### config.mk
export PLATFORM = sky130hd
export DESIGN_NAME = mmio_bus_arbiter
export DESIGN_NICKNAME = d
export VERILOG_FILES = /design/src/rtl/mmio_bus_arbiter.sv
export SDC_FILE = /design/constraint.sdc
export NUM_CORES = 1
export LEC_CHECK = 0
export ABC_AREA = 1
export CORE_MARGIN = 2
export CORE_UTILIZATION = 35
export CTS_CLUSTER_SIZE = 24
export DETAILED_ROUTE_END_ITERATION = 10
export DONT_BUFFER_PORTS = 1
export SKIP_LAST_GASP = 1
export SYNTH_ARGS = -nofsm -noshare
export SYNTH_HDL_FRONTEND = slang
export SYNTH_SLANG_ARGS = --single-unit
export TNS_END_PERCENT = 5
### constraint.sdc
create_clock -name clk -period 1.7 [get_ports clk]
set_clock_uncertainty 0.15 [all_clocks]
set_input_delay 0.34 -clock clk [delete_from_list [all_inputs] [get_ports clk]]
set_output_delay 0.34 -clock clk [all_outputs]
set_load 0.05 [all_outputs]
### src/rtl/mmio_bus_arbiter.sv
// Two-master round-robin front end for the single MMIO bus. One transaction is
// in flight at a time: IDLE grants, ISSUE strobes the bus, ACK returns to the master.
module mmio_bus_arbiter #(
    parameter int ADDR_W = 21,
    parameter int DATA_W = 32
) (
    input  logic              clk,
    input  logic              reset,
    input  logic              m0_req,
    input  logic              m0_wr,
    input  logic [ADDR_W-1:0] m0_addr,
    input  logic [DATA_W-1:0] m0_wr_data,
    output logic              m0_ack,
    output logic [DATA_W-1:0] m0_rd_data,
    input  logic              m1_req,
    input  logic              m1_wr,
    input  logic [ADDR_W-1:0] m1_addr,
    input  logic [DATA_W-1:0] m1_wr_data,
    output logic              m1_ack,
    output logic [DATA_W-1:0] m1_rd_data,
    output logic              mmio_cs,
    output logic              mmio_wr,
    output logic              mmio_rd,
    output logic [ADDR_W-1:0] mmio_addr,
    output logic [DATA_W-1:0] mmio_wr_data,
    input  logic [DATA_W-1:0] mmio_rd_data,
    output logic              busy
);

    typedef enum logic [1:0] {ST_IDLE, ST_ISSUE, ST_ACK} state_t;

    state_t            r_state, w_state_next;
    logic              r_last_grant, w_last_grant_next;
    logic              r_grant, w_grant_next;
    logic              r_cs, w_cs_next;
    logic              r_wr, w_wr_next;
    logic              r_rd, w_rd_next;
    logic [ADDR_W-1:0] r_addr, w_addr_next;
    logic [DATA_W-1:0] r_wr_data, w_wr_data_next;
    logic [1:0]        r_ack, w_ack_next;
    logic [DATA_W-1:0] r_rd_data [2];
    logic [DATA_W-1:0] w_rd_data_next [2];
    logic              w_winner;

    // On a tie the master that was not served last wins; otherwise the sole requester.
    assign w_winner = (m0_req && m1_req) ? ~r_last_grant : m1_req;

    always_comb begin
        w_state_next      = r_state;
        w_last_grant_next = r_last_grant;
        w_grant_next      = r_grant;
        w_cs_next         = 1'b0;
        w_wr_next         = 1'b0;
        w_rd_next         = 1'b0;
        w_addr_next       = r_addr;
        w_wr_data_next    = r_wr_data;
        w_ack_next        = 2'b00;
        case (r_state)
            ST_IDLE: begin
                if (m0_req || m1_req) begin
                    w_grant_next      = w_winner;
                    w_last_grant_next = w_winner;
                    w_cs_next         = 1'b1;
                    w_wr_next         = w_winner ? m1_wr : m0_wr;
                    w_rd_next         = w_winner ? ~m1_wr : ~m0_wr;
                    w_addr_next       = w_winner ? m1_addr : m0_addr;
                    w_wr_data_next    = w_winner ? m1_wr_data : m0_wr_data;
                    w_state_next      = ST_ISSUE;
                end
            end
            ST_ISSUE: begin
                w_ack_next[r_grant] = 1'b1;
                w_state_next        = ST_ACK;
            end
            ST_ACK:  w_state_next = ST_IDLE;
            default: w_state_next = ST_IDLE;
        endcase
    end

    always_ff @(posedge clk) begin
        if (reset) begin
            r_state      <= ST_IDLE;
            r_last_grant <= 1'b1;
            r_grant      <= 1'b0;
            r_cs         <= 1'b0;
            r_wr         <= 1'b0;
            r_rd         <= 1'b0;
            r_addr       <= '0;
            r_wr_data    <= '0;
            r_ack        <= 2'b00;
        end else begin
            r_state      <= w_state_next;
            r_last_grant <= w_last_grant_next;
            r_grant      <= w_grant_next;
            r_cs         <= w_cs_next;
            r_wr         <= w_wr_next;
            r_rd         <= w_rd_next;
            r_addr       <= w_addr_next;
            r_wr_data    <= w_wr_data_next;
            r_ack        <= w_ack_next;
        end
    end

    // Read data is captured at the end of the strobe cycle into the granted master's register only.
    generate
        for (genvar gi = 0; gi < 2; gi++) begin : g_rd
            always_comb begin
                w_rd_data_next[gi] = r_rd_data[gi];
                if (r_state == ST_ISSUE && r_rd && r_grant == 1'(gi))
                    w_rd_data_next[gi] = mmio_rd_data;
            end

            always_ff @(posedge clk) begin
                if (reset) r_rd_data[gi] <= '0;
                else       r_rd_data[gi] <= w_rd_data_next[gi];
            end
        end
    endgenerate

    assign mmio_cs      = r_cs;
    assign mmio_wr      = r_wr;
    assign mmio_rd      = r_rd;
    assign mmio_addr    = r_addr;
    assign mmio_wr_data = r_wr_data;
    assign m0_ack       = r_ack[0];
    assign m1_ack       = r_ack[1];
    assign m0_rd_data   = r_rd_data[0];
    assign m1_rd_data   = r_rd_data[1];
    assign busy         = (r_state != ST_IDLE);

endmodule

### After elaboration in Yosys (flattened, before gate mapping)

Memory sizes are Yosys's and may differ from the RTL's.
Cells that the tools add are included.
Widths: inputs -> output; s select.

| operators by class | value |
|---|---|
| magnitude comparators | 2 |
| bitwise operators | 9 |
| reduce and logical (&&, ||, !) cells | 12 |
| eq/ne operators | 2 |
| multiplexer cells | 17 |

Operator list:

| cell | number |
|---|---|
| $mux 32 | 5 |
| $mux 21 | 1 |
| $mux 1 | 8 |
| $not 1->1 | 7 |
| $logic_and 1x1->1 | 5 |
| $pmux 2 s2 | 1 |
| $reduce_or 2->1 | 2 |
| $reduce_or 3->1 | 1 |
| $eq 2x1->1 const B | 1 |
| $logic_not 2->1 | 1 |
| $lt 1x2->1 const B | 1 |
| $mux 2 | 1 |
| $ne 2x2->1 const B | 1 |
| $or 1x1->1 | 2 |
| $reduce_and 2->1 | 1 |
| $reduce_bool 2->1 | 1 |
| $demux 1 s1 | 1 |
| $ge 1x1->1 const B | 1 |
| $logic_or 1x1->1 | 1 |

| word-level totals | value |
|---|---|
| word-level logic and storage cells | 52 |
| memories kept | 1 |
| RAM bits | 64 |
| output and inout bits | 123 |
| register bits | 62 |

Memory list:

| memory | depth | width | rd ports | clocked after memory_dff | write ports | RTL line | RTL |
|---|---|---|---|---|---|---|---|
| r_rd_data | 2 | 32 | 2 | 0 | 2 | 41 | `logic [DATA_W-1:0] r_rd_data [2];` |

### Depth between registers and ports, before layout

| depth | value |
|---|---|
| depth in word-level cells | 5 |
| depth in mapped cells | 7 |
| depth with buffers taken out | 6 |

### Worst setup path before layout

Ideal clock, no wire load.

| timing | value |
|---|---|
| path kind | register to register |
| from | reg r_rd (netlist: mmio_rd) |
| to | mem r_rd_data[1][10] |
| data required time | 1.437 ns |
| path slack | 0.048 ns |
| stages on the path, launching flop included | 6 |
| library setup time | 0.113 ns |
| path buffers | 2 |
| data arrival time | 1.388 ns |
| cell sequence | dfxtp_1 > buf_2 > nand4_4 > buf_1 > nor2_1 > nor2_1 |

RTL lines:

| item | RTL line | RTL |
|---|---|---|
| from (decl) | 37 | `logic r_rd, w_rd_next;` |
| from (signal assigned) | 97 | `r_rd <= w_rd_next;` |
| to (decl) | 41 |  |

### Worst setup path in the final report

| timing | value |
|---|---|
| from | reg r_state[0] |
| to | out busy |

| between the ends | value |
|---|---|
| cells in the longest elaborated chain, start to end | 1 |

RTL lines:

| item | RTL line | RTL |
|---|---|---|
| from (decl) | 32 | `state_t r_state, w_state_next;` |
| from (signal assigned) | 92 | `r_state <= w_state_next;` |
| $reduce_bool 2->1 | 129 | `assign busy = (r_state != ST_IDLE);` |
| to (decl) | 27 | `output logic busy` |

Every way passes these cells.

==> reports/qor.txt <==
Outcome: completed
Setup crit start kind: flop
I/O Buffers: 0
DP Wirelength: 11,300 um
Layout net count: 1,117
Slew @ Worst Pin: 559 ps
Final core utilization: 42.4%
Root Buffer: clkbuf_16
Sequential fraction of the synthesis area: 40.5%
Drt wl/cell: 13.5 um
Iteration-0 DRC Markers: 170
First-pass GRT wire length: 25,000 um
DRT Wirelength: 16,400 um
Seq pwr share: 44.9%
Layout area overhead: 18.2%
LEAKAGE: 0.00360 uW
Clock buffers created by TritonCTS: 17
Max VDD drop: 0.633 mV
Syn avg cell area: 6.44 um^2
Hold Crit Start: mmio_rd_data[2]
Max Freq: 612 MHz
Worst hold path type: input pin to flop
Clk sinks: 126
Commonest cells after routing, fill and taps aside: 261 x nand2_1, 239 x nor2_1, 123 x dfxtp_1
CTS Buffer Depth: 2
CTS tree: done
GRT Overall Usage: 17.1%
Sw power: 2740 uW
R2r worst-path depth: 6
Max FO, Critical Path: 4
Clock network power share: 43.0%
GRT overflow: 0
Post-layout min period: 1630 ps
Post-route ant nets: 0
Vias: 5,468
Critical Path Sink: busy
Vias/cell: 4.52
Pins Over Slew Limit: 0
Final Hold Viols: 0
Die W: 137 um
Netlist cell types: 20
Setup repair after global routing missed its margin: false
Drt pass-1 iters: 4
Worst skew pair latency: 400 ps
Setup crit end kind: output pin
Synthesized instance count: 967
Largest net degree at the start of global routing: 110
#FFs+latches synth: 126
Syn_nets: 1,111
Headroom to the max-slew limit: 62.7%
Hold Slack: 18.2 ps
# IOs: 267
Share of cells above drive strength 1: 6.09%
R2r setup slk: 210 ps
Vias in the first global route: 4,951
Int Power: 6040 uW
Row Count: 48
Commonest non-fill, non-tap cell in the layout: nand2_1
Routability congestion estimate: 0.752
CP required: 1210 ps
Antenna violations before repair: 0
Critical path arrival: 1140 ps
Drt drc: 0
Critical R2R Launch: r_state[0]
Diode count: 0
Crit path from: r_state[0]
CTS clk-pin slew, worst paths: 60 ps
Setup CP Type: flop to output pin
Worst R2R End: mmio_addr[17]
Max_cap viols: 0
Starting density of the core: 35.9%
PwrDens: 1190 nW/um^2
# Post-CTS Setup Buffers: 0
Die area: 18,900 um^2
Sw frac: 31.2%
Post-Syn Area: 6220 um^2
Die Ht: 137 um
Crit share post-route: 96.1%
Final setup fails: 0
H-tree levels: 4
Comb power frac: 12.1%
Yosys warnings: 0
Core box area: 17,400 um^2
-- worst min path at each step --
stage	slack (ps)	depth (start not counted)	endpoint
5_1_grt	6	3	mmio_addr[4]
4_1_cts	2	4	r_rd_data[0][2]
6_report	20	4	r_rd_data[0][2]
2_1_floorplan	260	1	r_grant
3_5_place_dp	260	1	r_grant
3_3_place_gp	260	1	r_grant
-- repair_timing --
action                     in CTS  in global routing
hold endpoints to repair       37                  0
hold buffers                   36                  0
gates resized for setup         2                  3
setup endpoints to repair       2                  1
-- per-stage QoR --
stage / instance area [um^2] / TNS (ps) / cells / setup WS, ps / total power (uW)
final: 7360 / 0 / 1211 / 66.6 / 8780
after global routing: 7360 / 0 / 1211 / 1.57 / 9230
after CTS: 7350 / -29.3 / 1211 / -29.3 / 8900
after detailed placement: 6360 / 0 / 1143 / 193 / 5010
after global placement: 6360 / 0 / 1143 / 198 / 4990
after floorplan: 6220 / 0 / 967 / 48.2 / 4810
-- layer usage --
metal | share of wire, % | vias to the layer above | track usage [%]
li1 | - | 2935 | -
met1 | 41 | 2331 | 19.9
met2 | 47 | 190 | 28.0
met3 | 10 | 12 | 7.40
met4 | 1.5 | 0 | 5.90
met5 | 0 | - | 0
-- logic make-up after synthesis --
logic type | share of synthesized area, %
AO/OA/AOI/OAI | 6.69
AND/OR/NAND/NOR | 39.1
flip-flops | 40.5
buffers and inverters | 13.7
-- state kept, by name (all words and copies together), names as in the netlist --
register and count:
r_state 2, r_last_grant 1, mmio_addr 21, r_ack 2, mmio_cs 1, mmio_wr_data 32, mmio_wr 1, mmio_rd 1
r_grant 1, r_rd_data 64
-- worst max-delay path, stage by stage (launching register included) --
cell	delay, ps
dfxtp_2	370
inv_2	60
nand2_2	140
buf_8	170
-- Yosys cell counts --
master      n  area [um^2]
a21boi_0   43          323
a21boi_1   10         75.1
a21oi_1     2         10.0
buf_1      12         45.0
buf_2      16         80.1
buf_4      16          120
buf_6       8         90.1
clkbuf_1   13         48.8
dfxtp_1   126         2520
inv_1     122          458
inv_2       2         7.51
nand2_1   261          980
nand2_2     3         18.8
nand3_1    57          285
nand4_1    32          200
nand4_4     1         21.3
nor2_1    239          897
nor2_2      2         12.5
nor2_8      1         20.0
o21ai_2     1         8.76
-- power groups by stage --
stage	Combinational [uW]	Clock [uW]	Sequential, uW
5_1_grt	1230	4040	3970
2_1_floorplan	867	0	3940
3_5_place_dp	998	0	4010
6_report	1060	3780	3940
3_3_place_gp	983	0	4010
4_1_cts	1080	3870	3950
-- layout make-up --
type	instances	area, um^2
repair buffers	52	601
clock inverters	9	133
multi-input cells	652	2860
inverters	124	468
fillers	1877	10000
flip-flops and latches	126	2530
clock buffers	23	488
well taps	225	282
Power figures use the tool's default switching activity.
